File: config.mk
export PLATFORM = sky130hd
export DESIGN_NAME = bsg_counter_load_down_expire
export DESIGN_NICKNAME = d
export VERILOG_FILES = /design/src/rtl/bsg_counter_load_down_expire.sv
export SDC_FILE = /design/constraint.sdc
export NUM_CORES = 1
export LEC_CHECK = 0
export ABC_AREA = 1
export CAP_MARGIN = 40
export CORE_UTILIZATION = 35
export DETAILED_ROUTE_END_ITERATION = 8
export GPL_TIMING_DRIVEN = 0
export PLACE_DENSITY = 0.66
export SLEW_MARGIN = 20
export SYNTH_ARGS = -nofsm -noshare
export SYNTH_HDL_FRONTEND = slang
export SYNTH_SLANG_ARGS = --single-unit
export TNS_END_PERCENT = 20
File: constraint.sdc
create_clock -name clk_i -period 2 [get_ports clk_i]
set_clock_uncertainty 0.2 [all_clocks]
set_input_delay 0.2 -clock clk_i [delete_from_list [all_inputs] [get_ports clk_i]]
set_output_delay 0.2 -clock clk_i [all_outputs]
set_load 0.1 [all_outputs]
File: src/rtl/bsg_counter_load_down_expire.sv
// bsg_counter_load_down_expire: loadable down-counter that emits a one-cycle expiry pulse, with optional auto-reload.
module bsg_counter_load_down_expire #(
  parameter int width_p       = 16,
  parameter bit auto_reload_p = 1'b0
) (
  input  logic               clk_i,
  input  logic               reset_n_i,
  input  logic               load_v_i,
  input  logic [width_p-1:0] load_val_i,
  output logic               load_ready_o,
  input  logic               tick_i,
  input  logic               abort_i,
  output logic [width_p-1:0] count_o,
  output logic               busy_o,
  output logic               expire_o
);
  typedef enum logic {idle_s, run_s} state_e;
  state_e state_q, state_d;
  logic [width_p-1:0] count_q, count_d, reload_q, reload_d;
  logic expire_q, expire_d;
  always_comb begin
    state_d  = state_q;
    count_d  = count_q;
    reload_d = reload_q;
    expire_d = 1'b0;
    if (state_q == idle_s) begin
      if (load_v_i) begin
        count_d  = load_val_i;
        reload_d = (load_val_i != '0) ? load_val_i : reload_q;
        state_d  = (load_val_i != '0) ? run_s : idle_s;
        expire_d = (load_val_i == '0);
      end
    end else if (abort_i) begin
      state_d = idle_s;
      count_d = '0;
    end else if (tick_i) begin
      // RUN never holds zero, so the expiry test at one keeps the decrement from underflowing
      if (count_q == width_p'(1)) begin
        expire_d = 1'b1;
        count_d  = auto_reload_p ? reload_q : '0;
        state_d  = auto_reload_p ? run_s : idle_s;
      end else begin
        count_d = count_q - width_p'(1);
      end
    end
  end
  always_ff @(posedge clk_i or negedge reset_n_i) begin
    if (!reset_n_i) begin
      state_q  <= idle_s;
      count_q  <= '0;
      reload_q <= '0;
      expire_q <= 1'b0;
    end else begin
      state_q  <= state_d;
      count_q  <= count_d;
      reload_q <= reload_d;
      expire_q <= expire_d;
    end
  end
  assign load_ready_o = (state_q == idle_s);
  assign busy_o       = (state_q == run_s);
  assign count_o      = count_q;
  assign expire_o     = expire_q;
`ifndef SYNTHESIS
  always_ff @(posedge clk_i) begin
    if (reset_n_i)
      assert (!$isunknown({tick_i, load_v_i, abort_i}))
      else $error("bsg_counter_load_down_expire: X on control input");
  end
`endif
endmodule

==> impl_metrics.env <==
export IMPL_cts_sinks=18
export IMPL_clock_latency_ps=260
export IMPL_synth_edf_count=0
export IMPL_max_freq_ghz=0.537
export IMPL_setup_viol=0
export IMPL_synth_cell_types=33
export IMPL_vias=1503
export IMPL_crit_buf_inv=2
export IMPL_fin_tns_setup_ps=0
export IMPL_overflow=0
export IMPL_worstSetupStartpointType="flop"
export IMPL_r2r_cells=9
export IMPL_avgRoutedWirePerCell_um=12.7
export IMPL_outcome="finished clean"
export IMPL_place_hpwl_mm=3.13
export IMPL_route_detailed_drc=0
export IMPL_antenna_found_initial=0
export IMPL_layout_drive_gt1_share_pct=33.2
export IMPL_crit_chain="clkdlybuf4s50_1, buf_8"
export IMPL_avgSynthCellArea_um2=7.62
export IMPL_period_needed_ps=1860
export IMPL_p_total_mw=3.37
export IMPL_max_slew_margin_pct=71.5
export IMPL_synth_async_reset_ratio_pct=100
export IMPL_yosysTopAreaCell="dfrtp_1"
export IMPL_syn_cell_area_um2=1500
export IMPL_drtPass1Iterations=4
export IMPL_rows=23
export IMPL_tightest_slew_ps=427
export IMPL_path_delay_family="buffers and inverters"
export IMPL_ys_top_cells_by_count="nand2_1, nor2_1, a21oi_2"
export IMPL_rr_startpoint="count_o[0]"
export IMPL_grt_use_total_pct=19.3
export IMPL_critPathCaptureType="output pin"
export IMPL_synth_nets=220
export IMPL_rsz0062_at_grt="no"
export IMPL_fin_util_pct=56.9
export IMPL_drt_iter0_markers=59
export IMPL_slew_viol_final=0
export IMPL_yosysWarnings=0
export IMPL_synth_seq_cells=18
export IMPL_crit_type="flop to output pin"
export IMPL_n_antenna_cell=0
export IMPL_yosys_top_cells_area="dfrtp_1, a21oi_2, nand2_1"
export IMPL_port_buffers=39
export IMPL_die_w_um=67.5
export IMPL_hp_class="input port to async pin"
export IMPL_required_ps=1600
export IMPL_synth_ff_type="dfrtp_1"
export IMPL_cts_made_buffers=3
export IMPL_ys_seq_area_share_pct=30.0
export IMPL_finalCritPeriodShare_pct=93.1
export IMPL_final_nets=283
export IMPL_cp_slowest_stage_delay_ps=550
export IMPL_grt_pass1_vias=1413
export IMPL_final_hold_viol_count=0
export IMPL_htreeDepth=1
export IMPL_synthCells=197
export IMPL_cts_root_buf="clkbuf_8"
export IMPL_rrSetupSlack_ps=280
export IMPL_crit_path_max_fanout=5
export IMPL_tritoncts="done"
export IMPL_grt_max_degree=12
export IMPL_syn2layout_area_growth_pct=54.0
export IMPL_dieArea_um2=4550
export IMPL_p_per_area_nw_per_um2=1460
export IMPL_crit_start="count_o[5]"
export IMPL_p_leak_nw=0.945
export IMPL_peakVddDrop_mv=0.935
export IMPL_cpMaxStageDelayCell="clkdlybuf4s50_1"
export IMPL_cts_hold_buf=0
export IMPL_gp_congestion=0.876
export IMPL_coreArea_um2=4060
export IMPL_initial_core_util_pct=37.0
export IMPL_io_pins=40
export IMPL_ant_nets=0
export IMPL_die_height_um=67.5
export IMPL_synth_top_area_share_pct=30.0
export IMPL_drv_cap=0
export IMPL_grt_pass1_wl_mm=6.44
export IMPL_r2r_end="count_o[10]"
export IMPL_arrival_ps=1460
export IMPL_synth_most_common_cell="nand2_1"
export IMPL_clk_pin_slew_ps=80
export IMPL_routed_via_density=4.86
export IMPL_clockBufferDepth=2
export IMPL_wl_mm=3.91
==> power by group <==
group	total (mW)	internal, mW	switching, mW	leakage [nW]
clock network	0.275	0.142	0.134	0.0228
registers	0.694	0.500	0.194	0.203
logic	2.40	0.868	1.54	0.720
total	3.37	1.51	1.86	0.945
==> area by class of cell <==
class	count	area (µm²)
clock buffers	4	45.0
fillers	358	1750
repair buffers	58	686
multi-input cells	156	912
well taps	50	62.6
flip-flops and latches	18	467
plain buffers	4	58.8
inverters	19	78.8
==> layout by cell type, fill, tap and decap left out, types with 2 or more instances in the layout <==
cell,instances
nor2_1,30
ha_1,2
nand2_2,2
nand3_1,6
nand2_1,41
a21oi_2,20
nor4_1,2
inv_1,16
nor2_4,3
buf_8,19
o21ai_1,3
dfrtp_1,5
clkdlybuf4s50_1,38
nor2_2,12
dfrtp_2,13
clkbuf_8,5
nand4_1,7
xor2_1,5
buf_12,2
a21oi_1,10
nand2_4,2
==> stage by stage <==
| step | std cells | setup WS [ps] | instance area (µm²) | hold slack (ps) |
|---|---|---|---|---|
| 2_1_floorplan | 197 | 8.54 | 1520 | -296 |
| 3_3_place_gp | 286 | -474 | 1970 | 346 |
| 3_5_place_dp | 306 | -68.1 | 2270 | 338 |
| 4_1_cts | 309 | 128 | 2310 | 54.6 |
| 5_1_grt | 309 | 106 | 2310 | 61.1 |
| 6_report | 309 | 137 | 2310 | 41.2 |
==> routing by layer <==
layer | vias up | wire length (µm) | global-route usage, %
met5 | - | 0 | 0
met4 | 0 | 60 | 7.45
met3 | 6 | 190 | 2.70
met2 | 40 | 1850 | 31.6
met1 | 689 | 1810 | 25.3
li1 | 768 | - | -
==> worst max path at each step <==
stage                              end  slack [ps]  depth (start not counted)
after floorplan             count_o[1]           9                          7
after global placement    load_ready_o        -470                          4
after detailed placement  load_ready_o         -70                          5
after CTS                   count_o[5]         130                          2
after global routing        count_o[4]         110                          2
final                       count_o[5]         140                          2
==> repair_timing <==
action,4_1_cts,5_1_grt
buffers inserted,0,0
setup endpoints to repair,1,0
resized for setup,1,0
==> logic make-up after synthesis <==
family | count (synthesis) | share of synthesized area [%]
AND/OR/NAND/NOR | 111 | 37.3
AO/OA/AOI/OAI | 37 | 18.3
buffers and inverters | 23 | 9.17
flip-flops | 18 | 30.0
XOR/XNOR | 6 | 3.50
adder cells (fa/ha/maj) | 2 | 1.67
==> registers in the layout (all words and copies together) (netlist names) <==
name,cells
busy_o,1
count_o,16
expire_o,1
No activity file was read; power rests on OpenSTA's default activity.
